==> src/rtl/dmem_arb_pkg.sv <==
// Shared types for the two-port data-memory arbiter: FSM states, port index and command record.
// The round-robin tie-break is enabled by defining DMEM_ARB_RR_EN (see dmem_arb_pick).
package dmem_arb_pkg;

    localparam int DEF_ADDR_W = 10;
    localparam int DEF_DATA_W = 64;

    typedef enum logic [1:0] {
        IDLE,
        ACCESS,
        DONE
    } state_t;

    typedef logic port_idx_t;

    typedef struct packed {
        logic                  we;
        logic [DEF_ADDR_W-1:0] addr;
        logic [DEF_DATA_W-1:0] wdata;
    } cmd_t;

endpackage

==> src/rtl/dmem_arb_pick.sv <==
// Combinational winner select for the arbiter.
// Define DMEM_ARB_RR_EN for round-robin ties; otherwise port 0 has fixed priority.
module dmem_arb_pick
    import dmem_arb_pkg::*;
(
    input  logic      p0_req,
    input  logic      p1_req,
    input  port_idx_t last_grant,
    output logic      any_req,
    output port_idx_t winner
);

`ifdef DMEM_ARB_RR_EN
    always_comb begin
        any_req = p0_req | p1_req;
        if (p0_req && p1_req) begin
            winner = ~last_grant;
        end else begin
            winner = p1_req & ~p0_req;
        end
    end
`else
    // Fixed priority never looks at the grant history; port 1 can starve under steady port 0 traffic.
    logic unused_last_grant;
    assign unused_last_grant = last_grant;

    always_comb begin
        any_req = p0_req | p1_req;
        winner  = ~p0_req;
    end
`endif

endmodule

==> src/rtl/dmem_arbiter.sv <==
// Two-port arbiter serialising core and DMA/debug accesses onto one 64-bit data memory.
// Tie-break policy selected by DMEM_ARB_RR_EN (round-robin when defined, fixed priority otherwise).
module dmem_arbiter
    import dmem_arb_pkg::*;
#(
    parameter int ADDR_W         = DEF_ADDR_W,
    parameter int DATA_W         = DEF_DATA_W,
    parameter int TIMEOUT_CYCLES = 255
) (
    input  logic              clk,
    input  logic              rst,
    input  logic              p0_req,
    input  logic              p0_we,
    input  logic [ADDR_W-1:0] p0_addr,
    input  logic [DATA_W-1:0] p0_wdata,
    output logic              p0_done,
    output logic [DATA_W-1:0] p0_rdata,
    output logic              p0_err,
    input  logic              p1_req,
    input  logic              p1_we,
    input  logic [ADDR_W-1:0] p1_addr,
    input  logic [DATA_W-1:0] p1_wdata,
    output logic              p1_done,
    output logic [DATA_W-1:0] p1_rdata,
    output logic              p1_err,
    output logic              mem_req,
    output logic              mem_we,
    output logic [ADDR_W-1:0] mem_addr,
    output logic [DATA_W-1:0] mem_wdata,
    input  logic              mem_ready,
    input  logic [DATA_W-1:0] mem_rdata,
    output logic              busy,
    output logic              owner
);

    localparam int               CNT_W    = $clog2(TIMEOUT_CYCLES + 1);
    localparam logic [CNT_W-1:0] CNT_LAST = CNT_W'(TIMEOUT_CYCLES - 1);

    state_t            state;
    state_t            state_nxt;
    logic [CNT_W-1:0]  count;
    port_idx_t         last_grant;
    port_idx_t         winner;
    logic              any_req;
    logic              grant;
    logic              finish;
    logic [DATA_W-1:0] ret_data;

    dmem_arb_pick u_pick (
        .p0_req     (p0_req),
        .p1_req     (p1_req),
        .last_grant (last_grant),
        .any_req    (any_req),
        .winner     (winner)
    );

    always_ff @(posedge clk) begin
        if (!rst) begin
            state <= IDLE;
        end else begin
            state <= state_nxt;
        end
    end

    // A ready in the last allowed cycle still counts as success, so it takes priority over the timeout.
    always_comb begin
        state_nxt = state;
        grant     = 1'b0;
        finish    = 1'b0;
        ret_data  = '0;
        case (state)
            IDLE: begin
                if (any_req) begin
                    grant     = 1'b1;
                    state_nxt = ACCESS;
                end
            end
            ACCESS: begin
                if (mem_ready || count == CNT_LAST) begin
                    finish    = 1'b1;
                    state_nxt = DONE;
                end
            end
            DONE:    state_nxt = IDLE;
            default: state_nxt = IDLE;
        endcase
        if (mem_ready && !mem_we) begin
            ret_data = mem_rdata;
        end
    end

    always_ff @(posedge clk) begin
        if (!rst) begin
            mem_req    <= 1'b0;
            mem_we     <= 1'b0;
            mem_addr   <= '0;
            mem_wdata  <= '0;
            p0_done    <= 1'b0;
            p0_err     <= 1'b0;
            p0_rdata   <= '0;
            p1_done    <= 1'b0;
            p1_err     <= 1'b0;
            p1_rdata   <= '0;
            busy       <= 1'b0;
            owner      <= 1'b0;
            last_grant <= 1'b1;
            count      <= '0;
        end else begin
            p0_done <= 1'b0;
            p0_err  <= 1'b0;
            p1_done <= 1'b0;
            p1_err  <= 1'b0;
            if (grant) begin
                mem_req    <= 1'b1;
                mem_we     <= winner ? p1_we    : p0_we;
                mem_addr   <= winner ? p1_addr  : p0_addr;
                mem_wdata  <= winner ? p1_wdata : p0_wdata;
                owner      <= winner;
                last_grant <= winner;
                count      <= '0;
                busy       <= 1'b1;
            end else if (state == ACCESS) begin
                if (finish) begin
                    mem_req <= 1'b0;
                    if (owner) begin
                        p1_done  <= 1'b1;
                        p1_err   <= ~mem_ready;
                        p1_rdata <= ret_data;
                    end else begin
                        p0_done  <= 1'b1;
                        p0_err   <= ~mem_ready;
                        p0_rdata <= ret_data;
                    end
                end else if (count != {CNT_W{1'b1}}) begin
                    count <= count + 1'b1;
                end
            end else if (state == DONE) begin
                busy <= 1'b0;
            end
        end
    end

endmodule

==> config.mk <==
export PLATFORM = sky130hd
export DESIGN_NAME = dmem_arbiter
export DESIGN_NICKNAME = d
export VERILOG_FILES = /design/src/rtl/dmem_arb_pkg.sv /design/src/rtl/dmem_arb_pick.sv /design/src/rtl/dmem_arbiter.sv
export SDC_FILE = /design/constraint.sdc
export NUM_CORES = 1
export LEC_CHECK = 0
export CORE_AREA = 2 2 168 170
export CTS_BUF_LIST = sky130_fd_sc_hd__clkbuf_4 sky130_fd_sc_hd__clkbuf_8
export DETAILED_ROUTE_END_ITERATION = 10
export DIE_AREA = 0 0 170 172
export DONT_BUFFER_PORTS = 1
export PLACE_DENSITY_LB_ADDON = 0.05
export SYNTH_ARGS = -nofsm -noshare
export SYNTH_HDL_FRONTEND = slang
export SYNTH_SLANG_ARGS = --single-unit
==> constraint.sdc <==
create_clock -name clk -period 2.67 [get_ports clk]
set_clock_uncertainty 0.05 [all_clocks]
set_input_delay 0.267 -clock clk [delete_from_list [all_inputs] [get_ports clk]]
set_output_delay 0.267 -clock clk [all_outputs]
set_load 0.05 [all_outputs]
# Word-level counts from Yosys, hierarchy flattened
# Index checks and enable logic that the tools add are counted.
# word_totals
in_bits,219
output_inout_bits,210
elab_cells,66
register_bits,220
# op_classes
bitwise,8
n_eq_ne,7
reduce_logical,17
n_addsub,1
n_mux,19
# ops
cell,count
$mux W64,2
$mux W1,13
$mux W10,1
$reduce_or A5 Y1,2
$add A8 B1 Y8 const B,1
$eq A8 B8 Y1 const B,1
$ne A8 B8 Y1 const B,1
$reduce_and A4 Y1,2
$not A1 Y1,7
$ne A2 B2 Y1 const B,3
$reduce_and A2 Y1,3
$reduce_bool A2 Y1,3
$mux W2,2
$pmux W2 S2,1
$reduce_or A4 Y1,1
$reduce_and A3 Y1,1
$eq A2 B1 Y1 const B,1
$eq A2 B2 Y1 const B,1
$logic_not A2 Y1,1
$reduce_or A2 Y1,1
$logic_and A1 B1 Y1,1
$logic_not A1 Y1,1
$logic_or A1 B1 Y1,1
$or A1 B1 Y1,1

# Depth between registers and ports, before layout
# logic_depth
ltp_word,7
ltp_mapped,7
ltp_nobuf,6

# Modules after synthesis
# A second synthesis with hierarchy kept.
# hier_totals
hier_cells,1010
area_unflattened_um2,9507.9
# modules_own_cells
module,instances,seq_area_each_um2,area_each_um2,cells_per_inst
dmem_arbiter,1,4424.2,9497.9,1008
dmem_arb_pick,1,0.0,10.0,2

# Worst setup path after synthesis
# OpenSTA, ideal clock, no wires.
# synth_path
path_kind,reg2reg
start,reg owner
end,reg p1_rdata[43]
setup_time_ns,0.117
synth_period_minus_slack_ns,1.802
setup_slack_ns,0.868
path_buffers,1
required_ns,2.503
t_arrival_ns,1.635
path_stages_with_launch,6
cell_sequence,dfxtp_1 inv_2 o21ai_1 o21ai_2 buf_6 a22o_2
# synth_via
elab_chain_cells,1
# synth_lines
element,line,text
from (decl),dmem_arbiter.sv:33,output logic owner
from (signal assigned),dmem_arbiter.sv:118,owner <= winner;
$reduce_and A4 Y1 (no source line),n/a,
to (signal assigned),dmem_arbiter.sv:128,p1_rdata <= ret_data;
to (decl),dmem_arbiter.sv:24,"output logic [DATA_W-1:0] p1_rdata,"
# No other way between the ends.
# A chain may end at the register's enable or synchronous reset.

# Final worst setup path
# layout_path
start,reg mem_we
end,reg p1_rdata[56]
# layout_via
elab_chain_cells,3
# layout_lines
element,line,text
from (decl),dmem_arbiter.sv:27,"output logic mem_we,"
from (signal assigned),dmem_arbiter.sv:115,mem_we <= winner ? p1_we : p0_we;
$logic_not A1 Y1,dmem_arbiter.sv:87,if (mem_ready && !mem_we) begin
$logic_and A1 B1 Y1,dmem_arbiter.sv:87,
$mux W64,dmem_arbiter.sv:87,
# No other way between the ends.

==> out/summary.txt <==
Setup_tns = 0 ns
Mapped Area = 7980 um^2
Status = complete, no violations
H-tree levels = 2
Mapped Cells = 702
First-pass GRT wire length = 39,300 um
Area contributors post-synth = dfxtp_1 55%, a22o_1 11%, mux2i_1 9.4%
XOR/XNOR Fraction of Synth Area = 0.110%
Pwr dens = 772 nW/um^2
# Post-CTS Setup Buffers = 0
Vias post-DR = 6,623
Worst Hold Class = in2reg
Root Driver = clkbuf_8
Flop pwr share = 50.1%
Top-Level Pins = 429
CP Class = reg2reg
Clk buf depth = 3
Fin crit period = 1.98 ns
Sw frac = 31.1%
Die Wd = 170 um
Area added between synthesis and finish = 41.4%
Drc violations = 0
Crit path launch type = flip-flop
CP Launch Point = mem_we$_SDFFE_PN0P_
Vias per cell = 5.14
Post-synthesis simple-gate area fraction = 6.66%
Post-Route WL = 27,500 um
Area leader, netlist = dfxtp_1
# fillers = 2,594
Row cnt = 61
TritonRoute pass-1 iters = 4
DRT iter0 DRCs = 210
Synth top area share = 55.2%
PortBufs = 0
Syn Area/Cell = 11.4 um^2
Reg2reg start = mem_we$_SDFFE_PN0P_
WP data required = 3.09 ns
Cell count of the worst reg-to-reg path = 4
Vias in the first global route = 6,859
Routability congestion estimate = 0.765
Post-synthesis mux area share = 9.41%
Worst hold path stage count = 2
Comb power frac = 10.6%
Critical path arrival = 2.41 ns
CTS Sinks = 220
Final Core Density = 41.1%
Pins Over Slew Limit = 0
ANT nets after route = 0
Most frequent cells in the layout = 220 x dfxtp_1, 215 x dlygate4sd3_1, 101 x a22o_1
Internal Power = 0.00600 W
Antenna violations before repair = 1
Worst vdd ir = 0.332 mV
Largest net degree at the start of global routing = 69
Post-DR wirelength/cell = 21.3 um
Seq/Total Area, Yosys = 55.2%
Final setup fails = 0
Layout cell share with drive strength beyond 1 = 13.2%
Sw Pwr = 0.00271 W
Die area = 29,200 um^2
Max-cap viol count = 0
Starting density of the core = 29.0%
Synth cell types = 40
Fin crit share = 74.2%
Synth Warn # = 0
Syn nets = 923
TritonCTS clock tree = done
Die H = 172 um
Clock transition at the registers of the reported paths = 0.06 ns
Crit path capture type = flip-flop
Clock Power Share = 39.2%
Crit Path Max Fanout = 64
Final #Nets = 1,134
Hold Fails Final Rpt = 0
GRT overflow = 0
Post-synthesis compound-gate area fraction = 23.7%
Synthesized-area fraction occupied by adder cells = 0.314%
Max_slew headroom = 47.8%
Core area = 27,500 um^2
Worst skew pair latency = 0.53 ns
Worst-margin pin slew = 0.784 ns
Resize count post-CTS = 0
Total clock buffers created by CTS = 40
GRT Total Usage = 17.2%
Hold wc startpoint = p0_wdata[38]
RSZ-0062 raised after global routing = false
Flip-flop and latch count after synthesis = 220
Most common cell after layout, fill and taps aside = dfxtp_1
Largest family of logic cells by synthesized area = compound AO/OA/AOI/OAI gates
Post-DP HPWL = 17,600 um
Fmax = 0.505 GHz
Leak = 4.54 nW
-- power by group through the flow --
| stage | Sequential [W] | Clock, W | Combinational, W |
|---|---|---|---|
| 6_report | 0.00437 | 0.00342 | 0.000928 |
| 4_1_cts | 0.00437 | 0.00355 | 0.000918 |
| 2_1_floorplan | 0.00437 | 0 | 0.000500 |
| 3_5_place_dp | 0.00444 | 0 | 0.000572 |
| 3_3_place_gp | 0.00445 | 0 | 0.000553 |
| 5_1_grt | 0.00440 | 0.00370 | 0.00101 |
-- cells by family after synthesis --
family,after synthesis
xor+xnor,1
compound gates,229
simple gates,112
flops,220
mux,75
fa+ha+maj,2
buf+inv,63
-- per-stage QoR --
| step | instance area, um^2 | total power, W | setup slack [ns] | std cells | hold slack [ns] |
|---|---|---|---|---|---|
| 2_1_floorplan | 7980 | 0.00487 | 0.868 | 702 | 0.342 |
| 3_3_place_gp | 8240 | 0.00500 | 0.754 | 1001 | 0.340 |
| 3_5_place_dp | 8240 | 0.00502 | 0.718 | 1001 | 0.335 |
| 4_1_cts | 11300 | 0.00884 | 0.707 | 1286 | 0.00128 |
| 5_1_grt | 11300 | 0.00910 | 0.571 | 1288 | 0.00476 |
| 6_report | 11300 | 0.00872 | 0.689 | 1289 | 0.00740 |
-- repair_timing --
item                                    4_1_cts  5_1_grt
hold buffers                                214        2
endpoints found under the setup margin        0        0
endpoints found under the hold margin       214        2
-- final timing paths --
kind / end / slack, ns
setup / recovery: p1_rdata[56]$_SDFFE_PN0P_ / 0.69
hold / removal: mem_wdata[38]$_SDFFE_PN0P_ / 0.007
setup reg to reg: p1_rdata[56]$_SDFFE_PN0P_ / 0.69
hold reg to reg: count[3]$_SDFFE_PP0P_ / 0.47
-- final cells by class --
cell class / count / area (um^2) / share of cell area, %
Tap cell: 346 / 433 / 3.83
Clock buffer: 61 / 764 / 6.77
Multi-Input combinational cell: 419 / 3220 / 28.6
Antenna cell: 1 / 2.50 / 0.0222
Timing Repair Buffer: 227 / 2340 / 20.7
Clock inverter: 10 / 105 / 0.931
Inverter: 5 / 18.8 / 0.166
Sequential cell: 220 / 4400 / 39.0
-- routing by layer --
layer | GRT usage [%] | routed length [um]
met1 | 16.6 | 9520
met2 | 32.2 | 14200
met3 | 8.24 | 3180
met4 | 5.95 | 590
met5 | 0 | 0
-- cell usage after synthesis --
cell and count:
a211oi_1 79, a21oi_1 5, a22o_1 101, a22o_2 27, a311oi_1 1, a31oi_1 1, and2_1 1, and2b_1 1
and3_1 2, and3_2 1, buf_2 30, buf_4 1, buf_6 12, clkbuf_1 15, dfxtp_1 220, ha_1 2
inv_1 3, inv_2 2, mux2i_1 75, nand2_1 2, nand2b_1 2, nand3_2 2, nand4_1 2, nand4b_2 1
nor2_1 85, nor2_4 2, nor3_1 6, nor3_4 2, nor3b_2 1, o2111ai_1 2, o211a_1 1, o21a_1 1
o21ai_0 5, o21ai_1 2, o21ai_2 2, o31a_2 1, o31ai_1 1, or3_1 1, or4_1 1, xnor2_1 1
-- sequential cells by signal (all words and copies together) (netlist names) --
name       flops
mem_wdata     64
p0_rdata      64
p1_rdata      64
mem_addr      10
count          8
state          2
busy           1
mem_req        1
mem_we         1
owner          1
p0_done        1
p0_err         1
p1_done        1
p1_err         1
-- worst max-delay path, cell delays in order, from the launching register on --
cell	delay, ns
dfxtp_1	0.49
nand4b_2	0.37
nor2_4	0.11
buf_4	0.56
a22o_2	0.25
Note: power is estimated with default switching activity, not from simulation.
